--- config.mk ---
export PLATFORM = sky130hd
export DESIGN_NAME = fetch_unit
export DESIGN_NICKNAME = d
export VERILOG_FILES = /design/src/rtl/fetch_unit.sv
export SDC_FILE = /design/constraint.sdc
export NUM_CORES = 1
export LEC_CHECK = 0
export CORE_UTILIZATION = 29
export DETAILED_ROUTE_END_ITERATION = 10
export MAX_ROUTING_LAYER = met4
export SLEW_MARGIN = 10
export SYNTH_ARGS = -nofsm -noshare
export SYNTH_HDL_FRONTEND = slang
export SYNTH_SLANG_ARGS = --single-unit
--- constraint.sdc ---
create_clock -name clk -period 5.2 [get_ports clk]
set_input_delay 0.78 -clock clk [delete_from_list [all_inputs] [get_ports clk]]
set_output_delay 0.78 -clock clk [all_outputs]
set_load 0.005 [all_outputs]
--- src/rtl/fetch_unit.sv ---
// Instruction-fetch stage: owns the PC, drives the combinational instruction ROM,
// and queues {pc, instr} pairs in a small FIFO that decode drains via valid/ready.
module fetch_unit #(
    parameter logic [15:0] RESET_PC = 16'h0000,
    parameter int          DEPTH    = 2
) (
    input  logic        clk,
    input  logic        rst,
    output logic [15:0] rom_addr,
    input  logic [15:0] rom_data,
    input  logic        redirect_valid,
    input  logic [15:0] redirect_pc,
    input  logic        id_ready,
    output logic        if_valid,
    output logic [15:0] if_instr,
    output logic [15:0] if_pc,
    output logic [15:0] if_pc_plus1
);

    localparam int               PTR_W     = (DEPTH > 2) ? 2 : 1;
    localparam int               CNT_W     = 3;
    localparam logic [PTR_W-1:0] LAST_PTR  = PTR_W'(DEPTH - 1);
    localparam logic [CNT_W-1:0] DEPTH_CNT = CNT_W'(DEPTH);

    logic [15:0]      pc_q, pc_d;
    logic [PTR_W-1:0] head_q, head_d;
    logic [PTR_W-1:0] tail_q, tail_d;
    logic [CNT_W-1:0] count_q, count_d;
    logic [15:0]      buf_pc_q    [DEPTH];
    logic [15:0]      buf_instr_q [DEPTH];
    logic             pop_s;
    logic             push_s;

    function automatic logic [PTR_W-1:0] ptr_inc(input logic [PTR_W-1:0] p);
        if (p == LAST_PTR) begin
            return {PTR_W{1'b0}};
        end else begin
            return p + PTR_W'(1);
        end
    endfunction

    assign pop_s  = (count_q != {CNT_W{1'b0}}) & id_ready;
    assign push_s = ~redirect_valid & ((count_q < DEPTH_CNT) | pop_s);

    // Next-state for PC, pointers and occupancy; redirect overrides any push.
    always_comb begin
        pc_d    = pc_q;
        head_d  = head_q;
        tail_d  = tail_q;
        count_d = count_q;
        if (redirect_valid) begin
            pc_d    = redirect_pc;
            head_d  = tail_q;
            count_d = {CNT_W{1'b0}};
        end else begin
            if (push_s) begin
                pc_d   = pc_q + 16'h0001;
                tail_d = ptr_inc(tail_q);
            end else begin
                pc_d   = pc_q;
                tail_d = tail_q;
            end
            if (pop_s) begin
                head_d = ptr_inc(head_q);
            end else begin
                head_d = head_q;
            end
            case ({push_s, pop_s})
                2'b10:   count_d = count_q + CNT_W'(1);
                2'b01:   count_d = count_q - CNT_W'(1);
                default: count_d = count_q;
            endcase
        end
    end

    // Control state registers.
    always_ff @(posedge clk or posedge rst) begin
        if (rst) begin
            pc_q    <= RESET_PC;
            head_q  <= {PTR_W{1'b0}};
            tail_q  <= {PTR_W{1'b0}};
            count_q <= {CNT_W{1'b0}};
        end else begin
            pc_q    <= pc_d;
            head_q  <= head_d;
            tail_q  <= tail_d;
            count_q <= count_d;
        end
    end

    // Fetch buffer storage, written at the tail on every push.
    always_ff @(posedge clk or posedge rst) begin
        if (rst) begin
            for (int i = 0; i < DEPTH; i++) begin
                buf_pc_q[i]    <= 16'h0000;
                buf_instr_q[i] <= 16'h0000;
            end
        end else if (push_s) begin
            buf_pc_q[tail_q]    <= pc_q;
            buf_instr_q[tail_q] <= rom_data;
        end
    end

    // Head outputs come straight from registers and read zero when empty.
    assign rom_addr    = pc_q;
    assign if_valid    = (count_q != {CNT_W{1'b0}});
    assign if_instr    = if_valid ? buf_instr_q[head_q] : 16'h0000;
    assign if_pc       = if_valid ? buf_pc_q[head_q] : 16'h0000;
    assign if_pc_plus1 = if_valid ? (buf_pc_q[head_q] + 16'h0001) : 16'h0000;

endmodule

### Word-level counts from Yosys, hierarchy flattened

Index checks and enable logic that the tools add are counted.

* register bits after elaboration: 85
* input port bits: 36
* output and inout bits: 65

* add/sub/neg operators: 6
* $lt $le $gt $ge: 4
* equal/unequal tests: 2
* muxes and demuxes: 21
* bitwise logic cells: 6
* reductions and logical operators: 6

Operators with widths (count)
* $mux 16: 12
* $bwmux 32: 2
* $add 16x1->16 const B: 2
* $demux 16 s1: 1
* $pmux 3 s2: 1
* $reduce_bool 3->1: 2
* $ge 2x2->1 const B: 2
* $mux 1: 4
* $not 1->2: 2
* $reduce_bool 2->1: 2
* $add 3x1->3 const B: 1
* $lt 3x2->1 const B: 1
* $mux 3: 1
* $sub 3x1->3 const B: 1
* $add 1x1->1 const B: 2
* $and 1x1->1: 2
* $eq 2x1->1 const B: 1
* $eq 2x2->1 const B: 1
* $lt 2x1->1 const B: 1
* $reduce_and 2->1: 1
* $logic_and 1x1->1: 1
* $not 1->1: 1
* $or 1x1->1: 1

### Depth between registers and ports, before layout

Gate-level depths: netlist (run 1).

* word-level depth: 7
* mapped depth: 9
* mapped depth without buffers: 7

### Least setup slack after synthesis (run 1)

No wires, ideal clock.

* path kind: flip-flop to output port
* start: reg head_q
* end: out if_pc_plus1[12]
* data arrival time: 2.215 ns
* data required time: 4.420 ns
* slack: 2.205 ns
* stages on the path, launching flop included: 10
* buffers on the path: 3
* cell sequence: dfrtp_1 -> buf_6 -> buf_6 -> buf_4 -> mux2_2 -> ha_1 -> inv_1 -> a221o_2 -> nor4b_2 -> mux2_1

* word-level cells in the longest chain between the ends: 6

Ends and longest elaborated chain
* start: declaration: RTL line 26 `logic [PTR_W-1:0] head_q, head_d;`
* start signal: assignment: RTL line 80 `head_q <= {PTR_W{1'b0}};`
* $not 1->2 (not written as such): RTL line 109 `assign if_pc_plus1 = if_valid ? (buf_pc_q[head_q] + 16'h0001) : 16'h0000;`
* $mux 16 (not written as such) (3 in a row): RTL line 109
* $add 16x1->16: RTL line 109
* $mux 16: RTL line 109
* end: declaration: RTL line 17 `output logic [15:0] if_pc_plus1`

No other way between the ends. The select of a mux whose other input is x is not followed.

### Final worst setup path (run 1)

Ends and elaborated chain as after synthesis.

==> flow_metrics.tcl, run 1 <==
set metrics [dict create \
    via_count 3450 \
    relSlewSlack 0.405 \
    grt_overflow_total 0 \
    hpwl_um 8220 \
    slowest_stage "dfrtp_2" \
    power.density_nw_per_um2 622 \
    p_total_uw 3790 \
    worst_pin_slew_ns 0.891 \
    max_stage_delay_ns 0.74 \
    syn-instance-count 404 \
    mostFrequentLayoutCell "clkdlybuf4s50_1" \
    startpoint_type "register" \
    portBuffers 100 \
    setup_viol 0 \
    routedWlPerCell_um 16.1 \
    cp.arrival_ns 3.26 \
    internal_power_uw 2480 \
    ant_nets 0 \
    cp_max_fo 28 \
    die_height_um 127 \
    start_util 0.298 \
    final_cell_mix "clkdlybuf4s50_1, dfrtp_1, mux2_2, nor2_1, mux2i_1" \
    yosysTopAreaCellShare 0.468 \
    core_area_um2 15300 \
    fin_skew_ns 0.00456 \
    synth_nets 443 \
    fmax_mhz 248 \
    nets 538 \
    grt_pass1_vias 3495 \
    rrSetupSlack_ns 2.71 \
    status "finished clean" \
    grtUsageTotal 0.154 \
    gp_congestion 0.798 \
    synth_flop_cell "dfrtp_1" \
    dr.pass1.iters 4 \
    ir_drop_uv 229 \
    die_w_um 127 \
    antenna_found_initial 0 \
    final_util 0.399 \
    tns_ns 0 \
    drv_slew 0 \
    cts_setup_buffers 0 \
    row_count 45 \
    ctsRootBufferMaster "clkbuf_16" \
    rsz0062_at_grt "false" \
    pin_count 101 \
    syn_area_um2 4550 \
    cts_hold_buf 0 \
    cts.repair.resized 0 \
    clock_path_buffers 2 \
    cap_violations 0 \
    area_delta_synth_final_pct 33.8 \
    reg2reg_from "count_q[1]$_DFFE_PP0P_" \
    avgSynthCellArea_um2 11.3 \
    cts_sinks 85 \
    cts.htree.levels 3 \
    place_ws_ns 1.55 \
    clk_pin_slew_ns 0.06 \
    yosysTopAreaCell "dfrtp_1" \
    hp-start "buf_instr_q[27]$_DFFE_PP0P_" \
    p_sw_uw 1300 \
    ys_top_cells_by_area "dfrtp_1, mux2_2, mux2i_1, nor2_1, nand2_1" \
    async_flop_share 1.00 \
    fin_cells 715 \
    min_path_type "reg2reg" \
    wirelength_um 11500 \
    cts_tree "yes" \
    p_seq_frac 0.325 \
    r2r_end "count_q[1]$_DFFE_PP0P_" \
    worstPathRequired_ns 4.42 \
    pwr-share-comb 0.489 \
    avgViaCountPerCell 4.83 \
    synth_seq_cells 85 \
    synth_edf_count 0 \
    swShare 0.344 \
    clkPwrFrac 0.186 \
    path_cells "buf_4 -> mux2i_1 -> a21oi_1 -> nor4b_2 -> mux2_1 -> clkdlybuf4s50_1" \
    cts_buffers 9 \
    layout-drive-gt1-share 0.202 \
    post-route-period-util 0.776 \
    endpoint_kind "output port" \
    first_iter_violations 169 \
    critPathKind "reg2out" \
    n_antenna_cell 0 \
    synth-seq-area-share 0.468 \
    p_leak_uw 0.00246 \
    worstHoldPathCells 1 \
    dieArea_um2 16200 \
    grt_max_degree 53 \
    dp_cells 699 \
    ys_warn_count 0 \
    fill_cells 1459 \
    grt_pass1_wl_um 18600 \
    hold_end "buf_instr_q[27]$_DFFE_PP0P_" \
    finalWorstSetupSlack_ns 1.16 \
    clock_latency_ns 0.33 \
    synthDistinctLibCells 50 \
    hold_violations 0 \
    rr_worst_depth 8 \
    drc 0 \
    min_period_ns 4.04 \
]
-- per-layer routing --
| layer | vias to the layer above | wire length [µm] | global-route usage |
|---|---|---|---|
| li1 | 1639 | - | - |
| met1 | 1726 | 5150 | 0.193 |
| met2 | 74 | 5850 | 0.257 |
| met3 | 11 | 339 | 0.0188 |
| met4 | 0 | 143 | 0.0504 |
| met5 | - | 0 | - |
-- worst max-delay path by stage --
stage | end | startpoint | cells past startpoint
2_1_floorplan | if_pc_plus1[12] | head_q$_DFFE_PP0P_ | 9
3_3_place_gp | if_pc_plus1[12] | head_q$_DFFE_PP0P_ | 6
3_5_place_dp | if_pc_plus1[12] | head_q$_DFFE_PP0P_ | 6
4_1_cts | if_pc_plus1[12] | head_q$_DFFE_PP0P_ | 6
5_1_grt | if_pc_plus1[12] | head_q$_DFFE_PP0P_ | 6
6_report | if_pc_plus1[12] | head_q$_DFFE_PP0P_ | 6
-- power groups by stage --
stage / sequential (µW) / combinational, µW / clock (µW)
after floorplan: 1120 / 1120 / 0
after global placement: 1220 / 1840 / 0
after detailed placement: 1240 / 1880 / 0
after CTS: 1230 / 1880 / 718
after global routing: 1280 / 2020 / 749
final: 1230 / 1850 / 703
-- registers in the layout (all words and copies together) (netlist names) --
signal       cells
buf_instr_q     32
buf_pc_q        32
rom_addr        16
count_q          3
head_q           1
tail_q           1
-- through the flow --
stage	instance area (µm²)	hold slack (ns)
final	6090	0.505
after global routing	6090	0.528
after CTS	6090	0.508
after detailed placement	5750	0.493
after global placement	5750	0.487
after floorplan	4550	0.479
-- cell usage after synthesis (6+ instances only) --
cell type and instances:
clkbuf_1 7, mux2i_1 31, nand3_1 15, xor2_1 9, and2_1 9, xnor2_1 6, buf_2 9, nand2_1 21
a31oi_1 6, inv_1 7, nor2_1 47, o21ai_0 11, dfrtp_1 85, mux2_2 66, a21oi_1 6
-- layout make-up --
class	count	area, µm²	area share
Multi-Input combinational cell	289	2280	0.374
Clock buffer	11	253	0.0415
Clock inverter	5	82.6	0.0136
Sequential cell	85	2130	0.350
Inverter	7	27.5	0.00452
Tap cell	211	264	0.0434
Timing Repair Buffer	107	1050	0.173
-- worst max-delay path: cells and delay by family, from the launching register on --
family	cells	cell delay [ns]
compound gates	1	0.38
simple gates	1	0.29
mux	2	0.59
flops	1	0.74
buf+inv	2	0.92
-- kinds of logic after synthesis --
group / Yosys count / share of synthesized area
compound gates: 44 / 0.0691
xor+xnor: 15 / 0.0289
fa+ha+maj: 3 / 0.00991
buf+inv: 30 / 0.0341
flops: 85 / 0.468
mux: 100 / 0.239
simple gates: 127 / 0.151
Power figures use the tool's default switching activity.
==> inputs of run 2 (changes only) <==
clock period = 3.25 ns   (was 5.2 ns; I/O delays follow)
==> flow_metrics.tcl, run 2 (synthesized netlist as in run 1, its figures left out) <==
set metrics [dict create \
    max_stage_delay_ns 0.46 \
    critPathKind "reg2out" \
    clock_latency_ns 0.34 \
    post-route-period-util 0.981 \
    final_util 0.402 \
    worstPathRequired_ns 2.76 \
    nets 551 \
    grt_overflow_total 0 \
    cts_hold_buf 0 \
    cts_sinks 85 \
    clock_path_buffers 2 \
    startpoint_type "register" \
    via_count 3524 \
    n_antenna_cell 0 \
    slowest_stage "dfrtp_2" \
    endpoint_kind "output port" \
    gp_congestion 0.748 \
    path_cells "buf_8 -> nand4b_1 -> a221oi_2 -> nor4b_4 -> mux2_1 -> clkdlybuf4s50_1" \
    cts.htree.levels 3 \
    die_w_um 127 \
    status "finished clean" \
    row_count 45 \
    grt_pass1_vias 3726 \
    die_height_um 127 \
    relSlewSlack 0.584 \
    setup_viol 0 \
    cap_violations 0 \
    dieArea_um2 16200 \
    grt_max_degree 43 \
    avgViaCountPerCell 4.85 \
    start_util 0.298 \
    rsz0062_at_grt "true" \
    area_delta_synth_final_pct 35.1 \
    cp.arrival_ns 2.70 \
    grt_pass1_wl_um 18900 \
    wirelength_um 11800 \
    layout-drive-gt1-share 0.219 \
    stdcell_area_um2 6140 \
    power.density_nw_per_um2 974 \
    hold_violations 0 \
    fin_skew_ns 0.00784 \
    mostFrequentLayoutCell "clkdlybuf4s50_1" \
    ctsRootBufferMaster "clkbuf_16" \
    postPlaceCellArea_um2 5800 \
    min_path_type "reg2reg" \
    p_leak_uw 0.00254 \
    worst_pin_slew_ns 0.623 \
    first_iter_violations 253 \
    clk_pin_slew_ns 0.06 \
    grtUsageTotal 0.155 \
    cts_tree "yes" \
    drc 0 \
    dr.pass1.iters 4 \
    hpwl_um 8600 \
    drv_slew 0 \
    core_area_um2 15300 \
    cts_buffers 9 \
    portBuffers 100 \
    fmax_mhz 314 \
    ant_nets 0 \
    ir_drop_uv 286 \
    cp_max_fo 16 \
    final_cell_mix "clkdlybuf4s50_1, dfrtp_1, mux2_2, nor2_1, mux2i_1" \
    routedWlPerCell_um 16.3 \
    min_period_ns 3.19 \
    antenna_found_initial 0 \
    pin_count 101 \
]
## run 2: cell count changes in the layout (fill, tap and decap cells not counted), sizes merged
cell	delta
buf	+12
clkinv	+3
bufinv	-2
clkdlybuf4s50	-2
clkinvlp	-2
dlymetal6s2s	+2
clkbuf	+1
## run 2: worst max-delay path: cells and delay by family (launching register included)
| family | cells | cell delay, ns |
|---|---|---|
| multiplexers | 1 | 0.36 |
| AO/OA/AOI/OAI | 1 | 0.40 |
| AND/OR/NAND/NOR | 2 | 0.51 |
| flip-flops | 1 | 0.46 |
| buffers and inverters | 2 | 0.63 |
## run 2: power by group
part,internal [µW],switching (µW),total [µW]
Combinational,1830,1310,3140
Clock,512,402,915
Sequential,1520,414,1930
## run 2: stage by stage
| step | std cells | worst slack [ns] | setup TNS, ns | total power (µW) | hold slack, ns |
|---|---|---|---|---|---|
| 5_1_grt | 727 | -0.0536 | -0.0536 | 6380 | 0.518 |
| 3_5_place_dp | 706 | 0.191 | 0 | 5040 | 0.494 |
| 3_3_place_gp | 706 | 0.252 | 0 | 4960 | 0.487 |
| 4_1_cts | 724 | 0.00561 | 0 | 6000 | 0.508 |
| 2_1_floorplan | 404 | 0.547 | 0 | 3570 | 0.479 |
| 6_report | 727 | 0.0633 | 0 | 5980 | 0.503 |
## run 2: final cells by class
class | count | area, µm²
Fill cell | 1470 | 9120
Multi-Input combinational cell | 289 | 2300
Sequential cell | 85 | 2130
Timing Repair Buffer | 120 | 1160
Tap cell | 211 | 264
Clock buffer | 11 | 233
Inverter | 7 | 27.5
Clock inverter | 4 | 26.3
## run 2: routing by layer
metal	routed length (µm)	share of wire	GRT usage	vias to the layer above
li1	-	-	-	1673
met2	5830	0.49	0.253	77
met5	0	0	-	-
met3	320	0.027	0.0205	18
met4	247	0.021	0.0560	0
met1	5440	0.46	0.198	1756
## run 2: timing repair
item	4_1_cts	5_1_grt
pin swaps	3	2
endpoints found under the hold margin	0	0
gates resized for setup	2	7
endpoints found under the setup margin	6	5
setup buffers	3	3
## run 2: final timing paths
kind / from / endpoint / slack (ns) / depth (start not counted)
setup / recovery: head_q$_DFFE_PP0P_ / if_pc_plus1[14] / 0.06 / 6
hold / removal: buf_instr_q[26]$_DFFE_PP0P_ / buf_instr_q[26]$_DFFE_PP0P_ / 0.50 / 1
setup reg to reg: count_q[1]$_DFFE_PP0P_ / count_q[1]$_DFFE_PP0P_ / 1.14 / 8
hold reg to reg: buf_instr_q[26]$_DFFE_PP0P_ / buf_instr_q[26]$_DFFE_PP0P_ / 0.50 / 1
max in group asynchronous: rst / head_q$_DFFE_PP0P_ / 1.89 / 3
min in group asynchronous: rst / buf_instr_q[13]$_DFFE_PP0P_ / 0.54 / 2
==> inputs of run 3 (changes only) <==
SETUP_SLACK_MARGIN = 0.3   (was unset)
==> flow_metrics.tcl, run 3 (synthesized netlist as in run 1, its figures left out) <==
set metrics [dict create \
    status "finished clean" \
    cp.buffers_inverters 4 \
    postPlaceCellArea_um2 5800 \
    cts.htree.levels 3 \
    cp.arrival_ns 2.53 \
    fill_cells 1461 \
    pin_count 101 \
    ctsRootBufferMaster "clkbuf_16" \
    worstPathRequired_ns 2.76 \
    rr_worst_depth 8 \
    cp_max_fo 6 \
    reg2reg_from "count_q[1]$_DFFE_PP0P_" \
    final_util 0.409 \
    power.density_nw_per_um2 963 \
    die_height_um 127 \
    grt_overflow_total 0 \
    gp_congestion 0.748 \
    tns_ns 0 \
    area_delta_synth_final_pct 37.1 \
    endpoint "if_pc_plus1[8]" \
    dr.pass1.iters 4 \
    rrSetupSlack_ns 1.13 \
    cp.depth 9 \
    critPathKind "reg2out" \
    whs_ns 0.504 \
    p_leak_uw 0.00261 \
    portBuffers 100 \
    antenna_found_initial 0 \
    dieArea_um2 16200 \
    multi_input_area_um2 2330 \
    startpoint "head_q$_DFFE_PP0P_" \
    n_antenna_cell 0 \
    worst_pin_slew_ns 0.621 \
    startpoint_type "register" \
    avgViaCountPerCell 4.88 \
    hold_violations 0 \
    setup_viol 0 \
    fmax_mhz 332 \
    drc 0 \
    path_cells "mux2_4 -> ha_4 -> inv_2 -> a221o_2 -> buf_4 -> buf_4 -> nor4_1 -> nor3_2 -> dlygate4sd2_1" \
    clk_pin_slew_ns 0.06 \
    grt_max_degree 43 \
    crit_top_cell "buf_4" \
    clock_latency_ns 0.34 \
    ir_drop_uv 290 \
    core_area_um2 15300 \
    via_count 3593 \
    clock_path_buffers 2 \
    cts_buffers 9 \
    max_stage_delay_ns 0.46 \
    wirelength_um 11900 \
    routedWlPerCell_um 16.2 \
    mostFrequentLayoutCell "clkdlybuf4s50_1" \
    drv_slew 0 \
    die_w_um 127 \
    nets 560 \
    grt_pass1_wl_um 19200 \
    rsz0062_at_grt "true" \
    slowest_stage "dfrtp_2" \
    grtUsageTotal 0.157 \
    min_period_ns 3.02 \
    layout-drive-gt1-share 0.244 \
    cts_sinks 85 \
    post-route-period-util 0.928 \
    cp_top_family "buffers and inverters" \
    r2r_end "count_q[1]$_DFFE_PP0P_" \
    min_path_type "reg2reg" \
    regArea_um2 2130 \
    cap_violations 0 \
    endpoint_kind "output port" \
    cts_tree "yes" \
    hpwl_um 8600 \
    stdcell_area_um2 6230 \
    relSlewSlack 0.585 \
    first_iter_violations 239 \
    final_cell_mix "clkdlybuf4s50_1, dfrtp_1, mux2_2, nor2_1, mux2i_1" \
    ant_nets 0 \
    start_util 0.298 \
    row_count 45 \
    grt_pass1_vias 3788 \
    fin_skew_ns 0.00795 \
]
[run 3: changes by cell type in the layout (fill, tap and decap cells not counted), sizes merged]
cell           before  now
dlymetal6s2s        2    1
clkdlybuf4s15       0    1
dlygate4sd2         0    7
clkdlybuf4s50      98   90
buf                19   29
[run 3: how the worst min path moves through the flow]
stage	start	end	slack [ns]	cells after the start
after global placement	buf_instr_q[10]$_DFFE_PP0P_	buf_instr_q[10]$_DFFE_PP0P_	0.49	1
after detailed placement	buf_instr_q[3]$_DFFE_PP0P_	buf_instr_q[3]$_DFFE_PP0P_	0.49	1
after global routing	buf_instr_q[16]$_DFFE_PP0P_	buf_instr_q[16]$_DFFE_PP0P_	0.52	1
final	buf_instr_q[26]$_DFFE_PP0P_	buf_instr_q[26]$_DFFE_PP0P_	0.50	1
after CTS	buf_instr_q[26]$_DFFE_PP0P_	buf_instr_q[26]$_DFFE_PP0P_	0.51	1
after floorplan	buf_pc_q[10]$_DFFE_PP0P_	buf_pc_q[10]$_DFFE_PP0P_	0.48	1
[run 3: final cells by class]
cell class	count	share of cell area
multi-input cells	289	0.374
flip-flops and latches	85	0.341
repair buffers	129	0.196
well taps	211	0.0424
clock buffers	11	0.0373
inverters	7	0.00442
clock inverters	4	0.00422
[run 3: what timing repair did]
item	CTS	global route
hold buffers	0	0
setup buffers	13	2
pin swaps	5	2
setup endpoints to repair	10	5
gates resized for setup	18	12
[run 3: metal layers]
layer | global-route usage | wire length [µm] | up-vias | share of wire
met2 | 0.262 | 5900 | 90 | 0.49
met5 | - | 0 | - | 0
li1 | - | - | 1690 | -
met4 | 0.0560 | 280 | 0 | 0.023
met1 | 0.197 | 5380 | 1789 | 0.45
met3 | 0.0205 | 365 | 24 | 0.031
[run 3: stage by stage]
step	power, µW	setup slack (ns)	std cells
global route	6400	0.124	736
global placement	4960	0.252	706
detailed placement	5040	0.191	706
CTS	6000	0.155	734
finish	6000	0.234	736
floorplan	3570	0.547	404
[run 3: where the power goes]
group / total [µW] / internal, µW / switching (µW)
Combinational: 3160 / 1820 / 1330
Sequential: 1930 / 1520 / 412
Clock: 916 / 512 / 404
Total: 6000 / 3850 / 2150
